--- config.mk ---
export PLATFORM = sky130hd
export DESIGN_NAME = sample_packer_16to256
export DESIGN_NICKNAME = d
export VERILOG_FILES = /design/src/rtl/isfet_pkg.sv /design/src/rtl/sample_packer_16to256.sv
export SDC_FILE = /design/constraint.sdc
export NUM_CORES = 1
export LEC_CHECK = 0
export BUFFER_PORTS_ARGS = -buffer_cell sky130_fd_sc_hd__buf_2
export CAP_MARGIN = 0
export CORE_UTILIZATION = 26
export DETAILED_ROUTE_END_ITERATION = 6
export PLACE_DENSITY_LB_ADDON = 0.2
export SETUP_SLACK_MARGIN = 0.1
export SKIP_CTS_REPAIR_TIMING = 1
export SLEW_MARGIN = 25
export SYNTH_ARGS = -nofsm -noshare
export SYNTH_HDL_FRONTEND = slang
export SYNTH_SLANG_ARGS = --single-unit
export TNS_END_PERCENT = 1
--- constraint.sdc ---
create_clock -name clk -period 21.5 [get_ports clk]
set_clock_uncertainty 0.05 [all_clocks]
set_input_delay 1.075 -clock clk [delete_from_list [all_inputs] [get_ports clk]]
set_output_delay 1.075 -clock clk [all_outputs]
set_load 0.02 [all_outputs]
--- src/rtl/isfet_pkg.sv ---
// Shared ISFET datapath definitions: sample/word geometry, pad value,
// packer FSM states and the lane-insert helper.
package isfet_pkg;

    localparam int SAMPLE_W = 16;
    localparam int WORD_W   = 256;
    localparam int LANES    = 16;
    localparam int CNT_W    = 4;

    localparam logic [SAMPLE_W-1:0] PAD_VALUE = 16'h0000;
    localparam logic [CNT_W-1:0]    LAST_LANE = 4'd15;
    localparam logic [WORD_W-1:0]   EMPTY_WORD = {LANES{PAD_VALUE}};

    typedef enum logic [1:0] {
        WAIT_RDY = 2'd0,
        RUN      = 2'd1,
        FLUSH    = 2'd2
    } pk_state_e;

    // Lane k occupies bits [16k+15:16k]; {lane, 4'b0000} is k*16.
    function automatic logic [WORD_W-1:0] lane_insert(
        input logic [WORD_W-1:0]   word,
        input logic [CNT_W-1:0]    lane,
        input logic [SAMPLE_W-1:0] sample
    );
        logic [WORD_W-1:0] w;
        w = word;
        w[{lane, 4'b0000} +: SAMPLE_W] = sample;
        return w;
    endfunction

endpackage

--- src/rtl/sample_packer_16to256.sv ---
// Packs 16-bit ISFET samples into 256-bit FIFO words through an assembly
// register and a single hold register; in_last closes a frame early.
module sample_packer_16to256
    import isfet_pkg::*;
(
    input  logic                clk,
    input  logic                rst_int,
    input  logic                in_valid,
    input  logic [SAMPLE_W-1:0] in_data,
    input  logic                in_last,
    output logic                in_ready,
    input  logic                fifo_rdy,
    input  logic                fifo_full,
    output logic                fifo_wr_en,
    output logic [WORD_W-1:0]   fifo_din,
    output logic [31:0]         words_written,
    output logic [15:0]         partial_words,
    output logic                lost_flag
);

    pk_state_e          state_r, state_s;
    logic [CNT_W-1:0]   count_r, count_s;
    logic [WORD_W-1:0]  asm_r, asm_s, hold_r, hold_s, asm_fill_s;
    logic               hold_valid_r, hold_valid_s;
    logic               partial_inc_s, lost_set_s, accept_s, discard_s;
    logic [31:0]        words_written_r;
    logic [15:0]        partial_words_r;
    logic               lost_flag_r;

    assign in_ready   = (state_r == RUN) && !(hold_valid_r && (count_r == LAST_LANE));
    assign accept_s   = in_valid && in_ready;
    assign fifo_wr_en = hold_valid_r && fifo_rdy && !fifo_full;
    assign fifo_din   = hold_r;
    assign discard_s  = (state_r != WAIT_RDY) && !fifo_rdy;

    assign words_written = words_written_r;
    assign partial_words = partial_words_r;
    assign lost_flag     = lost_flag_r;

    // Next-state, assembly/hold datapath and event strobes.
    always_comb begin
        state_s       = state_r;
        count_s       = count_r;
        asm_s         = asm_r;
        hold_s        = hold_r;
        hold_valid_s  = hold_valid_r && !fifo_wr_en;
        partial_inc_s = 1'b0;
        lost_set_s    = 1'b0;
        asm_fill_s    = lane_insert(asm_r, count_r, in_data);

        if (discard_s) begin
            state_s      = WAIT_RDY;
            count_s      = '0;
            asm_s        = EMPTY_WORD;
            hold_s       = EMPTY_WORD;
            hold_valid_s = 1'b0;
            lost_set_s   = hold_valid_r || (count_r != 4'd0);
        end else begin
            case (state_r)
                WAIT_RDY: begin
                    if (fifo_rdy) begin
                        state_s = RUN;
                    end else begin
                        state_s = WAIT_RDY;
                    end
                end
                RUN: begin
                    if (!accept_s) begin
                        state_s = RUN;
                    end else if ((count_r == LAST_LANE) || (in_last && !hold_valid_r)) begin
                        // Unwritten lanes of asm_r are already PAD_VALUE.
                        hold_s        = asm_fill_s;
                        hold_valid_s  = 1'b1;
                        asm_s         = EMPTY_WORD;
                        count_s       = '0;
                        partial_inc_s = in_last && (count_r != LAST_LANE);
                    end else begin
                        asm_s   = asm_fill_s;
                        count_s = count_r + 4'd1;
                        if (in_last) begin
                            state_s = FLUSH;
                        end else begin
                            state_s = RUN;
                        end
                    end
                end
                FLUSH: begin
                    if (!hold_valid_r) begin
                        hold_s        = asm_r;
                        hold_valid_s  = 1'b1;
                        asm_s         = EMPTY_WORD;
                        count_s       = '0;
                        partial_inc_s = 1'b1;
                        state_s       = RUN;
                    end else begin
                        state_s = FLUSH;
                    end
                end
                default: begin
                    state_s      = WAIT_RDY;
                    count_s      = '0;
                    asm_s        = EMPTY_WORD;
                    hold_s       = EMPTY_WORD;
                    hold_valid_s = 1'b0;
                end
            endcase
        end
    end

    // FSM, assembly and hold registers.
    always_ff @(posedge clk or posedge rst_int) begin
        if (rst_int) begin
            state_r      <= WAIT_RDY;
            count_r      <= '0;
            asm_r        <= EMPTY_WORD;
            hold_r       <= EMPTY_WORD;
            hold_valid_r <= 1'b0;
        end else begin
            state_r      <= state_s;
            count_r      <= count_s;
            asm_r        <= asm_s;
            hold_r       <= hold_s;
            hold_valid_r <= hold_valid_s;
        end
    end

    // Status counters and the sticky loss flag.
    always_ff @(posedge clk or posedge rst_int) begin
        if (rst_int) begin
            words_written_r <= 32'd0;
            partial_words_r <= 16'd0;
            lost_flag_r     <= 1'b0;
        end else begin
            if (fifo_wr_en) begin
                words_written_r <= words_written_r + 32'd1;
            end
            if (partial_inc_s) begin
                partial_words_r <= partial_words_r + 16'd1;
            end
            if (lost_set_s) begin
                lost_flag_r <= 1'b1;
            end
        end
    end

endmodule

Word level (Yosys, flattened, before mapping)
Index checks and enable logic that the tools add are counted.
Cells by class
  magnitude comparators: 0
  muxes and demuxes: 34
  divide/modulo/power cells: 0
  reductions and logical operators: 21
  shift-type cells: 2
  $mul: 0
  bitwise operators: 0
  $add $sub $neg: 4
  equal/unequal tests: 9
Operator list (count)
  256-bit two-way mux: 8
  256-bit case mux with 3 select lines: 2
  256-bit bitwise mux: 1
  16-bit by 10-bit variable shift with 256-bit output, first input constant: 1
  16-bit by 10-bit indexed part select with 256-bit output: 1
  32-bit by 1-bit adder with 32-bit output, second input constant: 1
  16-bit by 1-bit adder with 16-bit output, second input constant: 1
  4-bit two-way mux: 4
  4-bit case mux with 3 select lines: 1
  1-bit two-way mux: 10
  2-bit two-way mux: 5
  8-bit negation with 10-bit output: 1
  1-bit logical AND: 9
  4-bit inequality test, second input constant: 2
  3-bit inequality test, second input constant: 2
  2-bit case mux with 3 select lines: 1
  1-bit zero test: 5
  4-bit by 1-bit adder with 4-bit output, second input constant: 1
  4-bit equality test, second input constant: 1
  4-bit AND reduction: 1
  4-bit nonzero test: 1
  3-bit by 2-bit inequality test with 1-bit output, second input constant: 1
  1-bit case mux with 3 select lines: 1
  3-bit AND reduction: 1
  7 further kinds: 8
Word-level totals
  register bits after elaboration: 568
  bits in latches: 0
  memories: 0
  bits in writable memories: 0
  bits in read-only memories: 0
  logic and storage cells: 78
  output and inout port bits: 307
  bits of input ports: 22

Logic depth before layout (Yosys ltp)
Gate-level depths: netlist (run 1).
  word-level depth: 8
  mapped depth: 11
  depth with buffers taken out: 7

Least setup slack after synthesis (run 1)
OpenSTA, ideal clock, no wires.
  kind: input to output
  from: in fifo_rdy
  to: out fifo_wr_en
  data required time: 20.375 ns
  arrival: 1.731 ns
  slack: 18.644 ns
  stages: 3
  path through: buf_2 nand3b_1 inv_1
Between the ends
  cells in the longest elaborated chain, start to end: 2
Ends and longest elaborated chain
  start: declaration: RTL line sample_packer_16to256.sv:12  | input logic fifo_rdy,
  1-bit logical AND (2 in series): RTL line sample_packer_16to256.sv:32  | assign fifo_wr_en = hold_valid_r && fifo_rdy && !fifo_full;
  end: declaration: RTL line sample_packer_16to256.sv:14  | output logic fifo_wr_en,
No other way between the ends.

Worst setup path in the final report (run 1)
  from: reg state_r[1]
  to: reg asm_r[241]
Between the ends
  cells in the longest elaborated chain, start to end: 5
  elaborated cells on any way between the ends: 13
  classes of those cells: eq/ne (5); mux (2); reduce/logical (6)
Ends and longest elaborated chain
  start: declaration: RTL line sample_packer_16to256.sv:21  | pk_state_e state_r, state_s;
  start signal: assignment: RTL line sample_packer_16to256.sv:119  | state_r <= state_s;
  2-bit by 1-bit equality test with 1-bit output: RTL line sample_packer_16to256.sv:30, sample_packer_16to256.sv:59
  1-bit logical AND: RTL line sample_packer_16to256.sv:30  | assign in_ready = (state_r == RUN) && !(hold_valid_r && (count_r == LAST_LANE));
  1-bit logical AND: RTL line sample_packer_16to256.sv:31  | assign accept_s = in_valid && in_ready;
  3-bit inequality test (no line)
  3-bit AND reduction (no line)
  end signal: assignment: RTL line sample_packer_16to256.sv:121  | asm_r <= asm_s;
  end: declaration: RTL line sample_packer_16to256.sv:23  | logic [WORD_W-1:0] asm_r, asm_s, hold_r, hold_s, asm_fill_s;
Several ways; a longest one is shown, not always the timed one.
A chain may end at the register's enable or synchronous reset.

==> results of run 1 <==
## layer usage
metal  routed length, um  GRT usage (%)  vias to the layer above
met4                2910           6.65                        6
met2               44000           31.1                      695
met3                5870           4.41                      157
met5                  39              0                        -
li1                    -              -                     8599
met1               38900           24.6                    10100
## synthesized netlist by cell type, drive strengths merged, types with 2 or more instances
| master | instances |
|---|---|
| and3 | 20 |
| nor3b | 2 |
| dfrtp | 568 |
| o41ai | 2 |
| a22o | 128 |
| nor2 | 58 |
| a32oi | 19 |
| o21a | 7 |
| nor2b | 5 |
| mux2 | 17 |
| nor4 | 6 |
| o221ai | 15 |
| inv | 31 |
| nand3b | 2 |
| or2 | 4 |
| and4 | 4 |
| o22ai | 32 |
| and2 | 74 |
| a22oi | 49 |
| a21boi | 3 |
| a211oi | 3 |
| nand2 | 264 |
| nand4 | 14 |
| buf | 81 |
| clkbuf | 103 |
| and3b | 2 |
| a21o | 5 |
| or3 | 2 |
| a31oi | 34 |
| nand2b | 6 |
| xor2 | 15 |
| o2bb2ai | 80 |
| o21bai | 2 |
| a21oi | 16 |
| o21ai | 172 |
| a221o | 143 |
| xnor2 | 34 |
| nand3 | 47 |
| nor3 | 66 |
| ha | 10 |
## placed cells by master (no fill, tap or decap), types with 18 or more instances in the layout
master | netlist | final
inv_1 | 31 | 30
xnor2_1 | 34 | 34
buf_2 | 61 | 328
nand2_1 | 264 | 263
and3_1 | 19 | 19
a31oi_1 | 33 | 33
a22oi_1 | 49 | 49
nor2_1 | 46 | 41
dfrtp_1 | 568 | 568
o21ai_0 | 144 | 144
and2_0 | 18 | 18
o21ai_1 | 20 | 18
buf_4 | 4 | 37
clkbuf_16 | 0 | 74
nand3_1 | 46 | 45
o22ai_1 | 32 | 32
and2_1 | 56 | 56
nor3_1 | 65 | 64
a22o_1 | 128 | 128
a32oi_1 | 19 | 19
a221o_1 | 143 | 143
o2bb2ai_1 | 80 | 80
## cell families after synthesis
family | Yosys count
AO/OA/AOI/OAI | 719
AND/OR/NAND/NOR | 582
flip-flops | 568
buffers and inverters | 216
XOR/XNOR | 49
multiplexers | 17
adder cells (fa/ha/maj) | 10
## flip-flops by register name, indices dropped and copies added, names as in the netlist
signal and flops:
fifo_din 256, asm_r 256, lost_flag 1, partial_words 16, hold_valid_r 1, count_r 4, words_written 32, state_r 2
## worst max-delay path, stage by stage (launching register included)
cell     delay, ps
dfrtp_1        420
inv_1          100
ha_2           240
buf_4          620
o21ai_2        400
or3_1          710
nor2_4         350
nand2_1        520
o22ai_1        360
## through the flow
| stage | power (mW) | hold WS (ps) | setup slack, ps | cells |
|---|---|---|---|---|
| after floorplan | 1.55 | 401 | 4490 | 2161 |
| after global placement | 1.80 | 398 | 16800 | 3599 |
| after detailed placement | 1.82 | 410 | 16660 | 3599 |
| after CTS | 3.08 | 421 | 17330 | 3724 |
| after global routing | 3.17 | 444 | 17400 | 3725 |
| final | 3.04 | 416 | 17590 | 3726 |
## worst paths after layout
path / to / slack, ps / cells after the start
worst min register to register: words_written[31] / 420 / 1
worst max register to register: asm_r[241] / 17590 / 8
max in group asynchronous: fifo_din[149] / 18050 / 5
worst max-delay path: asm_r[241] / 17590 / 8
worst min-delay path: words_written[31] / 420 / 1
min in group asynchronous: fifo_din[166] / 520 / 2
## area by class of cell
cell class / instances / share of cell area, %
Multi-Input combinational cell: 1377 / 31.5
Clock inverter: 32 / 1.26
Timing Repair Buffer: 368 / 6.59
Sequential cell: 568 / 48.0
Tap cell: 1254 / 5.29
Antenna cell: 2 / 0.0169
Clock buffer: 93 / 6.93
Inverter: 32 / 0.447
## report_power, final
group / switching (mW) / internal [mW] / total, mW
combinational: 0.563 / 0.108 / 0.671
sequential: 0.0264 / 1.09 / 1.12
clock: 0.489 / 0.757 / 1.25
==> impl_metrics.py, run 1 <==
metrics = {
    "status": {
        "status": "complete, no violations",
    },
    "yosys": {
        "synth_edf_count": 0,
        "synth_mux_area_share_pct": 0.784,
        "synthFlopType": "dfrtp_1",
        "synth-adder-area-share_pct": 0.512,
        "syn_nets": 2193,
        "postSynthAreaPerCell_um2": 11.3,
        "synth-simple-area-share_pct": 11.8,
        "netlist.area_leader.share_pct": 58.2,
        "yosysTopAreaCell": "dfrtp_1",
        "synth-async-reset-ratio_pct": 100,
        "yosys.cell_types.count": 76,
        "ys_warn_count": 0,
        "ys_ff_latch": 568,
        "syn-instance-count": 2161,
        "synth_area_mm2": 0.0244,
        "synth_compound_area_share_pct": 23.0,
        "synth_top_family_by_area": "compound AO/OA/AOI/OAI gates",
        "synth_seq_area_share_pct": 58.2,
        "synth_xor_area_share_pct": 1.76,
        "synthTopCellsByArea": "dfrtp_1, a221o_1, a22o_1",
    },
    "hold_path": {
        "holdCritPathClass": "flop to flop",
        "hold_path_startpoint": "words_written[31]",
    },
    "timing": {
        "drv_slew": 0,
        "rsz0062_at_grt": "false",
        "finalSetupViolCount": 0,
        "post-route-min-period_ps": 3910,
        "worstMarginPinSlew_ps": 1110,
        "hold_viol": 0,
        "slew_headroom_pct": 26.0,
        "fmax_ghz": 0.256,
        "finalCritPeriodShare_pct": 18.2,
        "tns_ps": 0,
    },
    "critical_path": {
        "worstReg2RegStart": "state_r[1]",
        "endpoint_kind": "flop",
        "critPathKind": "flop to flop",
        "worstPathArrival_ps": 4350,
        "crit_start": "state_r[1]",
        "required_ps": 21940,
        "crit_fanout": 71,
        "crit_path_start_kind": "flop",
    },
    "die": {
        "core-area_mm2": 0.0932,
        "die_area_mm2": 0.0952,
        "rows": 112,
        "fp.dieW_um": 308,
        "start_util_pct": 26.2,
        "die_y_um": 308,
        "ios": 329,
    },
    "grt": {
        "grt_antenna_before_repair": 8,
        "grt_max_degree": 134,
        "overflow": 0,
        "track_usage_pct": 19.0,
        "grt_pass1_wl_um": 136000,
        "grt_pass1_vias": 19800,
    },
    "power_and_ir_drop": {
        "p_per_area_mw_per_mm2": 102,
        "max-vdd-ir-drop_v": 0.0000833,
        "power.leakage_nw": 13.8,
    },
    "final_layout": {
        "multi_input_area_mm2": 0.00934,
        "area_delta_synth_final_pct": 21.4,
        "stdcell_area_mm2": 0.0296,
        "seqCellArea_mm2": 0.0142,
        "fillers": 9482,
        "layout-drive-gt1-share_pct": 23.0,
        "nets": 2449,
        "post-route-util_pct": 31.8,
    },
    "placed_design": {
        "postPlaceCellArea_mm2": 0.0272,
        "dpl.hpwl_um": 58800,
        "io_buffers": 328,
        "routabilityCongestion": 0.792,
    },
    "detailed_routing": {
        "dr.pass1.iters": 5,
        "first_iter_violations": 1760,
        "vias_per_cell": 5.26,
        "wl_per_cell_um": 24.6,
        "drcViolationCount": 0,
        "routed-via-count": 19600,
        "wirelength_um": 91700,
        "antenna_left": 0,
    },
    "clocking": {
        "clock_sinks": 568,
        "clock_path_buffers": 3,
        "path_clk_slew_ps": 60,
        "cts_tree": "yes",
        "cts_buffers": 70,
        "cts-root-buf": "clkbuf_16",
        "h-tree-depth": 3,
        "clk_latency_ps": 600,
    },
    "job": {
        "drv_cap": 0,
    },
}
No activity file was read; power rests on OpenSTA's default activity.
==> inputs of run 2 (changes only) <==
==> constraint.sdc (replaced) <==
create_clock -name clk -period 3.85 [get_ports clk]
set_clock_uncertainty 0.05 [all_clocks]
set_input_delay 0.1925 -clock clk [delete_from_list [all_inputs] [get_ports clk]]
set_output_delay 0.1925 -clock clk [all_outputs]
set_load 0.02 [all_outputs]
==> impl_metrics.py, run 2 (synthesized netlist as in run 1, its figures left out) <==
metrics = {
    "status": {
        "status": "complete, no violations",
    },
    "critical_path": {
        "required_ps": 3610,
        "worstPathArrival_ps": 3140,
        "cp_num_buf_inv": 4,
        "crit_family": "buffers and inverters",
        "crit_path_start_kind": "flop",
        "cpPeakStageDelay_ps": 610,
        "cpMaxStageDelayCell": "buf_4",
        "endpoint_kind": "output port",
        "crit_fanout": 66,
        "critPathKind": "flop to output port",
        "r2r_slack_ps": 500,
        "cp_cell_sequence": "inv_1 > ha_2 > buf_4 > inv_1 > a21oi_1 > buf_2",
        "path_common_cell": "inv_1",
    },
    "final_layout": {
        "multi_input_area_mm2": 0.00928,
        "nets": 2494,
        "final_common_cell": "dfrtp_1",
        "seqCellArea_mm2": 0.0142,
        "area_delta_synth_final_pct": 22.2,
        "final_cell_mix": "dfrtp_1, buf_2, nand2_1",
        "post-route-util_pct": 32.0,
        "fillers": 9544,
        "layout-drive-gt1-share_pct": 23.3,
    },
    "power_and_ir_drop": {
        "max-vdd-ir-drop_v": 0.000317,
        "total_power_mw": 16.8,
        "sw_frac_of_total_pct": 36.0,
        "power.leakage_nw": 14.0,
        "p_switching_mw": 6.03,
        "seq_power_share_pct": 37.3,
        "intPower_mw": 10.7,
        "p_per_area_mw_per_mm2": 562,
        "clock_power_share_pct": 39.4,
        "combPwrFrac_pct": 23.4,
    },
    "grt": {
        "grt_pass1_wl_um": 138000,
        "grt_max_degree": 118,
        "grt_pass1_vias": 19700,
        "overflow": 0,
        "grt_antenna_before_repair": 8,
        "track_usage_pct": 19.4,
    },
    "detailed_routing": {
        "drcViolationCount": 0,
        "first_iter_violations": 1661,
        "dr.pass1.iters": 7,
        "wirelength_um": 92900,
        "wl_per_cell_um": 24.7,
        "vias_per_cell": 5.21,
        "routed-via-count": 19600,
        "antenna_left": 0,
    },
    "job": {
        "drv_cap": 0,
    },
    "timing": {
        "post-route-min-period_ps": 3380,
        "finalCritPeriodShare_pct": 87.9,
        "finalSetupViolCount": 0,
        "tns_ps": 0,
        "worst_slack_ps": 467,
        "drv_slew": 0,
        "hold_viol": 0,
        "fmax_ghz": 0.296,
        "rsz0062_at_grt": "false",
        "slew_headroom_pct": 30.4,
        "worstMarginPinSlew_ps": 1040,
    },
    "placed_design": {
        "io_buffers": 328,
        "dpl.hpwl_um": 61700,
        "routabilityCongestion": 0.813,
        "pre_cts_ws_ps": 568,
    },
    "die": {
        "die_y_um": 308,
        "die_area_mm2": 0.0952,
        "fp.dieW_um": 308,
        "ios": 329,
        "core-area_mm2": 0.0932,
        "start_util_pct": 26.2,
        "rows": 112,
    },
    "clocking": {
        "cts-root-buf": "clkbuf_16",
        "path_clk_slew_ps": 60,
        "h-tree-depth": 3,
        "clk_latency_ps": 640,
        "clock_path_buffers": 3,
        "cts_tree": "yes",
        "cts_buffers": 71,
        "clock_sinks": 568,
    },
    "hold_path": {
        "holdCritPathClass": "input pin to flop",
    },
}
[run 2: changes by cell type in the layout (fill, tap and decap cells not counted), sizes merged]
cell | previous run | this run
clkbuf | 93 | 96
buf | 368 | 409
clkinv | 19 | 18
dlygate4sd3 | 0 | 3
clkinvlp | 5 | 1
bufinv | 7 | 3
diode | 2 | 4
inv | 33 | 34
[run 2: stage by stage]
stage,hold WS (ps),instances,area [um2]
after global placement,262,3639,27500
final,62.0,3767,29900
after floorplan,394,2161,24400
after CTS,-428,3759,29800
after detailed placement,245,3639,27500
after global routing,38.5,3764,29800
[run 2: worst paths after layout]
path	startpoint	endpoint	cells past startpoint
max	state_r[1]	in_ready	6
min	in_data[3]	asm_r[227]	2
max reg2reg	count_r[1]	fifo_din[9]	7
min reg2reg	words_written[31]	words_written[31]	1
max in group asynchronous	rst_int	asm_r[41]	5
min in group asynchronous	rst_int	asm_r[8]	3
[run 2: cell type report]
class	instances	share of cell area, %
antenna	4	0.0335
clock buffer	96	6.74
multi-input combinational	1377	31.1
sequential	568	47.6
timing repair buffer	412	8.00
tap	1254	5.26
inverter	32	0.415
clock inverter	24	0.868
[run 2: worst reg2reg max path, cell delays in order (launching register included)]
cell and delay (ps):
dfrtp_1 620, inv_1 150, ha_1 420, nor2_2 360
or4b_4 600, nor2_2 600, a22oi_1 230, o21ai_0 210
[run 2: power groups by stage]
stage                     logic, mW  clock network, mW  registers, mW
after global placement         3.89                  0           6.36
after floorplan                2.24                  0           6.44
after detailed placement       3.94                  0           6.37
final                          3.92               6.60           6.26
after global routing           4.21               7.04           6.27
after CTS                      3.95               6.79           6.26
[run 2: layer usage]
layer	GRT usage (%)	up-vias	wire, um
met5	0	-	26
met1	25.8	10300	40700
met2	31.8	586	45000
met3	3.87	102	5260
li1	-	8680	-
met4	5.44	4	1940
